`config.mk`:
```
export PLATFORM = sky130hd
export DESIGN_NAME = wgt_rf_bank
export DESIGN_NICKNAME = d
export VERILOG_FILES = /design/src/rtl/wgt_rf_pkg.sv /design/src/rtl/wgt_rf_lane.sv /design/src/rtl/wgt_rf_bank.sv
export SDC_FILE = /design/constraint.sdc
export NUM_CORES = 2
export LEC_CHECK = 0
export CAP_MARGIN = 20
export CELL_PAD_IN_SITES_DETAIL_PLACEMENT = 0
export CELL_PAD_IN_SITES_GLOBAL_PLACEMENT = 1
export CORE_AREA = 5 5 545 547
export CTS_BUF_LIST = sky130_fd_sc_hd__clkbuf_16
export DETAILED_ROUTE_END_ITERATION = 8
export DIE_AREA = 0 0 550 552
export DONT_BUFFER_PORTS = 1
export PLACE_DENSITY_LB_ADDON = 0.1
export RECOVER_POWER = 100
export SYNTH_ARGS = -nofsm -noshare
export SYNTH_HDL_FRONTEND = slang
export SYNTH_SLANG_ARGS = --single-unit
```
`constraint.sdc`:
```
create_clock -name clk -period 7.28 [get_ports clk]
set_input_delay 1.456 -clock clk [delete_from_list [all_inputs] [get_ports clk]]
set_output_delay 1.456 -clock clk [all_outputs]
set_load 0.05 [all_outputs]
```
`src/rtl/wgt_rf_pkg.sv`:
```
// Shared types and helpers for the weight register-file bank.
// Holds the FSM state encoding, configuration clamping and lane-mask generation.
package wgt_rf_pkg;

    // Widest lane count the mask helper supports. Callers truncate the result to CHANNELS.
    localparam int MAX_CHANNELS = 64;

    typedef enum logic [1:0] {
        IDLE,
        LOAD,
        PRIME,
        STREAM
    } state_t;

    // A zero or out-of-range request falls back to the full size.
    function automatic int unsigned clamp_cfg(input int unsigned val, input int unsigned max_val);
        return (val == 0 || val > max_val) ? max_val : val;
    endfunction

    function automatic logic [MAX_CHANNELS-1:0] lane_mask(input int unsigned active);
        logic [MAX_CHANNELS-1:0] mask;
        mask = '0;
        for (int unsigned i = 0; i < MAX_CHANNELS; i++) begin
            mask[i] = (i < active);
        end
        return mask;
    endfunction

endpackage

```
`src/rtl/wgt_rf_lane.sv`:
```
// One filter lane of the weight bank: a DEPTH-entry weight store with a registered
// read port. Write and read pointers are shared across all lanes by the bank.
module wgt_rf_lane #(
    parameter int DATA_WIDTH = 8,
    parameter int DEPTH      = 27,
    parameter int PTR_W      = 5
) (
    input  logic                  clk,
    input  logic                  rst_n,
    input  logic                  we,
    input  logic [PTR_W-1:0]      wr_ptr,
    input  logic [DATA_WIDTH-1:0] wr_data,
    input  logic                  rd_en,
    input  logic [PTR_W-1:0]      rd_ptr,
    output logic [DATA_WIDTH-1:0] rd_data
);

    logic [DATA_WIDTH-1:0] mem [DEPTH];

    // NOTE: the storage array is deliberately left without a reset so it maps onto
    // plain RAM/flop arrays; every entry is written before it is ever read.
    always_ff @(posedge clk) begin
        if (we) begin
            mem[wr_ptr] <= wr_data;
        end
    end

    always_ff @(posedge clk or negedge rst_n) begin
        if (!rst_n) begin
            rd_data <= '0;
        end else if (rd_en) begin
            rd_data <= mem[rd_ptr];
        end
    end

endmodule

```
`src/rtl/wgt_rf_bank.sv`:
```
// Weight register-file bank: loads up to DEPTH weight vectors and replays them a
// programmable number of passes. Define WGT_RF_ZERO_PAD_EN to zero inactive lanes on write.
module wgt_rf_bank
    import wgt_rf_pkg::*;
#(
    parameter int DATA_WIDTH = 8,
    parameter int DEPTH      = 27,
    parameter int CHANNELS   = 16,
    parameter int PASS_W     = 8
) (
    input  logic                           clk,
    input  logic                           rst_n,
    input  logic                           start,
    input  logic                           clear,
    input  logic [$clog2(DEPTH+1)-1:0]     depth_cfg,
    input  logic [$clog2(CHANNELS+1)-1:0]  active_ch,
    input  logic [PASS_W-1:0]              pass_cfg,
    input  logic                           in_valid,
    output logic                           in_ready,
    input  logic [CHANNELS*DATA_WIDTH-1:0] in_data,
    output logic                           out_valid,
    input  logic                           out_ready,
    output logic [CHANNELS*DATA_WIDTH-1:0] out_data,
    output logic                           busy,
    output logic                           done
);

    localparam int DEPTH_W = $clog2(DEPTH + 1);
    localparam int CH_W    = $clog2(CHANNELS + 1);
    localparam int PTR_W   = (DEPTH > 1) ? $clog2(DEPTH) : 1;

    state_t              state, state_nxt;
    logic [PTR_W-1:0]    wr_ptr, rd_ptr, rd_nxt, rd_addr, depth_last;
    logic [PASS_W-1:0]   pass_cnt, pass_cnt_inc, pass_r;
    logic [DEPTH_W-1:0]  depth_r;
    logic [CH_W-1:0]     active_r;
    logic [CHANNELS-1:0] lane_en;
    logic                start_fire, load_fire, prime_fire, out_fire, wrap, final_beat;

    assign depth_last   = PTR_W'(depth_r - 1'b1);
    assign pass_cnt_inc = pass_cnt + 1'b1;
    assign busy         = (state != IDLE);
    // Masking in_ready with clear keeps the stream contract honest during an abort.
    assign in_ready     = (state == LOAD) && !clear;

    always_ff @(posedge clk or negedge rst_n) begin
        if (!rst_n) begin
            state <= IDLE;
        end else begin
            state <= state_nxt;
        end
    end

    // NOTE: every output of this block gets a default first, so no path can leave a
    // signal unassigned and infer a latch; blocking '=' is correct in combinational code.
    always_comb begin
        state_nxt  = state;
        start_fire = 1'b0;
        load_fire  = 1'b0;
        prime_fire = 1'b0;
        out_fire   = 1'b0;
        wrap       = 1'b0;
        final_beat = 1'b0;
        rd_nxt     = (rd_ptr == depth_last) ? '0 : rd_ptr + 1'b1;
        if (clear) begin
            state_nxt = IDLE;
        end else begin
            case (state)
                IDLE: begin
                    if (start) begin
                        start_fire = 1'b1;
                        state_nxt  = LOAD;
                    end
                end
                LOAD: begin
                    if (in_valid) begin
                        load_fire = 1'b1;
                        if (wr_ptr == depth_last) begin
                            state_nxt = PRIME;
                        end
                    end
                end
                PRIME: begin
                    prime_fire = 1'b1;
                    state_nxt  = STREAM;
                end
                STREAM: begin
                    if (out_valid && out_ready) begin
                        out_fire   = 1'b1;
                        wrap       = (rd_ptr == depth_last);
                        final_beat = wrap && (pass_r != '0) && (pass_cnt_inc == pass_r);
                        if (final_beat) begin
                            state_nxt = IDLE;
                        end
                    end
                end
                default: state_nxt = IDLE;
            endcase
        end
    end

    // NOTE: sequential state uses non-blocking '<=' so all registers update from the
    // same pre-edge values regardless of statement order.
    always_ff @(posedge clk or negedge rst_n) begin
        if (!rst_n) begin
            wr_ptr    <= '0;
            rd_ptr    <= '0;
            pass_cnt  <= '0;
            depth_r   <= DEPTH_W'(DEPTH);
            active_r  <= CH_W'(CHANNELS);
            pass_r    <= '0;
            out_valid <= 1'b0;
            done      <= 1'b0;
        end else begin
            done <= 1'b0;
            if (clear) begin
                out_valid <= 1'b0;
            end else begin
                if (start_fire) begin
                    depth_r  <= DEPTH_W'(clamp_cfg(32'(depth_cfg), DEPTH));
                    active_r <= CH_W'(clamp_cfg(32'(active_ch), CHANNELS));
                    pass_r   <= pass_cfg;
                    wr_ptr   <= '0;
                    rd_ptr   <= '0;
                    pass_cnt <= '0;
                end
                if (load_fire) begin
                    wr_ptr <= wr_ptr + 1'b1;
                end
                if (prime_fire) begin
                    out_valid <= 1'b1;
                end
                if (out_fire) begin
                    rd_ptr <= rd_nxt;
                    if (wrap) begin
                        pass_cnt <= pass_cnt_inc;
                    end
                    if (final_beat) begin
                        out_valid <= 1'b0;
                        done      <= 1'b1;
                    end
                end
            end
        end
    end

    // PRIME fetches entry 0; each accepted replay beat prefetches the next entry.
    assign rd_addr = prime_fire ? '0 : rd_nxt;

`ifdef WGT_RF_ZERO_PAD_EN
    assign lane_en = CHANNELS'(lane_mask(32'(active_r)));
`else
    // The feeder already zero-pads, so every lane is stored; active_r stays latched
    // only to keep one configuration path for both builds.
    assign lane_en = {CHANNELS{1'b1}} | CHANNELS'(lane_mask(32'(active_r)));
`endif

    for (genvar i = 0; i < CHANNELS; i++) begin : g_lane
        wgt_rf_lane #(
            .DATA_WIDTH(DATA_WIDTH),
            .DEPTH     (DEPTH),
            .PTR_W     (PTR_W)
        ) u_lane (
            .clk    (clk),
            .rst_n  (rst_n),
            .we     (load_fire),
            .wr_ptr (wr_ptr),
            .wr_data(in_data[i*DATA_WIDTH +: DATA_WIDTH] & {DATA_WIDTH{lane_en[i]}}),
            .rd_en  (prime_fire || out_fire),
            .rd_ptr (rd_addr),
            .rd_data(out_data[i*DATA_WIDTH +: DATA_WIDTH])
        );
    end

endmodule
```
==> impl_metrics.ini <==
[global_routing]
use_met1_pct = 38.2
gr-total-overflow = 0
grt_pass1_vias = 82700
gr-usage-met3_pct = 4.47
busiest_layer = met2
grt_max_degree = 164
track_usage_pct = 27.6
grt_pass1_wl_um = 609000
antenna_found_initial = 11
met2_usage_pct = 45.5

[drt]
drt-vias-per-instance = 6.49
first_iter_violations = 8853
vias = 82500
drtAntennaViolNets = 0
drtPass1Iterations = 5
wl_um = 429000
wl_per_cell_um = 33.7
drc_errors = 0

[worst_setup_path]
endpoint_kind = register
critPathMaxFanout = 35
critPathKind = register to register
arrival_ns = 6.75
required_ns = 8.06
start_kind = register
r2r_setup_slack_ns = 1.31

[clock_tree]
post_cts_buffers = 0
ctsResizeCount = 0
clkTransAtPathRegs_ns = 0.07
clk_latency_ns = 0.95
tritoncts = yes
htreeDepth = 5
clockBufferDepth = 4
ctsHoldBuffers = 0
clock-root-buffer = clkbuf_16
cts_buffers = 377
clock_sinks = 3619

[logic_synthesis]
syn-cell-area_um2 = 142000
seq_area_frac_synth_pct = 75.9
synth-seq-cells = 3619
synth_common_cells = edfxtp_1, o21ai_0, mux2i_1, clkbuf_1, mux2_2
synth_ff_type = edfxtp_1
synthMuxAreaShare_pct = 7.28
synth-async-reset-ratio_pct = 4.50
synthAdderAreaFrac_pct = 0.0968
synth_area_per_cell_um2 = 16.7
synth_xor_area_share_pct = 0.240
synth-simple-area-share_pct = 2.41
yosysTopAreaCell = edfxtp_1
synth_top_area_share_pct = 73.0
synthCells = 8523
synth_most_common_cell = edfxtp_1
synth_top_family_by_area = compound AO/OA/AOI/OAI gates
syn-num-nets = 8686
synth_compound_area_share_pct = 12.2
yosys_warnings = 0
synth.distinct_cells = 75
synth_area_leaders = edfxtp_1, mux2i_1, mux2_2
synth-edff-count = 3456

[floorplan]
num_rows = 199
die_w_um = 550
core_area_um2 = 292000
dieArea_um2 = 304000
start_util_pct = 48.7
die_h_um = 552
ios = 284

[placed_design]
finalWeightedCongestion = 0.761
dp_hpwl_um = 210000
place.port_buffers = 0

[sta]
drv_slew = 2779
maxSlewHeadroom_pct = -229
rsz0062_at_grt = false
timing.hold.ws_ns = 0.248
hold_viol = 0
max_freq_ghz = 0.168
fin_crit_sh_pct = 82.0
setup_viol = 0
skew_ns = 0.0538
tightest_slew_ns = 4.93
post-route-min-period_ns = 5.97

[layout]
num-fill-cells = 23200
area_delta_synth_final_pct = 11.8
final_nets = 8621
drive_gt1_share_pct = 12.8
final_util_pct = 54.4

[power_and_ir_drop]
leakage_uw = 0.0497
ir_drop_uv = 305
powerDensity_nw_per_um2 = 309
totalPowerFinal_uw = 49100

[run_status]
status = complete, but fails checks
violations = capacitance limit, slew limit

[worst_hold_path]
hold_path.class = input pin to async pin

[run]
max-cap-violations = 73
[kinds of logic (layout without fill, tap and decap cells)]
| group | after synthesis | in the layout |
|---|---|---|
| AO/OA/AOI/OAI | 2506 | 2506 |
| XOR/XNOR | 34 | 34 |
| adder cells (fa/ha/maj) | 11 | 11 |
| buffers and inverters | 677 | 933 |
| flip-flops | 3619 | 3619 |
| multiplexers | 956 | 956 |
| other | 0 | 9 |
| AND/OR/NAND/NOR | 720 | 720 |
[layout make-up]
cell class | count | area (µm²) | area share (%)
antenna | 9 | 22.5 | 0.0142
clock buffer | 380 | 9510 | 5.99
clock inverter | 320 | 2680 | 1.68
inverter | 11 | 51.3 | 0.0323
multi-input combinational | 4227 | 31800 | 20.0
sequential | 3619 | 108000 | 67.9
tap | 3919 | 4900 | 3.09
timing repair buffer | 222 | 2050 | 1.29
[where the power goes]
group | internal (µW) | total, µW | switching, µW
sequential | 23300 | 25100 | 1770
clock | 10900 | 18900 | 8040
combinational | 1720 | 5110 | 3390
[per-stage QoR]
stage	worst slack, ns	TNS, ns	instance area (µm²)	instances
floorplan	-1.47	-5062.13	142000	8523
global placement	1.98	0	148000	12000
detailed placement	1.98	0	148000	12000
CTS	2.35	0	160000	12700
global route	1.23	0	159000	12700
finish	1.31	0	159000	12700
[sequential cells by signal, indices dropped and copies added (netlist names)]
| register | count |
|---|---|
| pass_r | 8 |
| wr_ptr | 5 |
| done | 1 |
| rd_ptr | 5 |
| state | 2 |
| g_lane.u_lane.rd_data | 128 |
| pass_cnt | 8 |
| g_lane.u_lane.mem | 3456 |
| depth_r | 5 |
| out_valid | 1 |
[worst paths after layout]
check | start | end | cells after the start
setup / recovery | depth_r[0]$_DFFE_PN1P_ | g_lane[9].u_lane.rd_data[3]$_DFFE_PN0P_ | 11
hold / removal | rst_n | g_lane[12].u_lane.rd_data[1]$_DFFE_PN0P_ | 0
setup reg to reg | depth_r[0]$_DFFE_PN1P_ | g_lane[9].u_lane.rd_data[3]$_DFFE_PN0P_ | 11
hold reg to reg | pass_r[4]$_DFFE_PN0P_ | pass_r[4]$_DFFE_PN0P_ | 2
max in group asynchronous | rst_n | g_lane[2].u_lane.rd_data[0]$_DFFE_PN0P_ | 0
min in group clk | pass_r[4]$_DFFE_PN0P_ | pass_r[4]$_DFFE_PN0P_ | 2
[cells in the final DEF (no fill, tap or decap), drive strengths merged, types with 18 or more instances in the layout]
cell type,n
a211oi,146
a21o,31
a21oi,255
a221oi,237
a222oi,31
a22o,85
a22oi,309
a2bb2oi,25
a31oi,106
and2,26
buf,135
bufinv,39
clkbuf,462
clkinv,167
dfrtp,159
edfxtp,3456
inv,115
mux2,388
mux2i,545
mux4,23
nand2,228
nor2,270
nor3b,127
o211ai,104
o21ai,736
o221a,23
o221ai,151
o22ai,31
o2bb2ai,103
o31ai,27
o32ai,85
xnor2,18
[per-layer routing]
layer	up-vias	share of wire, %
met4	6	3.2
li1	34600	-
met3	722	7.3
met2	3357	48
met5	-	0.0084
met1	43800	41
[worst max-delay path, cell delays in order, from the launching register on]
cell and delay, ns:
dfstp_1 0.65, inv_1 0.11, ha_1 0.35, xor2_1 0.24, nand3_2 0.26, nor3_1 0.24
clkbuf_1 2.18, nor2_4 0.60, buf_4 0.59, a21oi_1 0.21, a21oi_1 0.10, o32a_1 0.28
No activity file was read; power rests on OpenSTA's default activity.
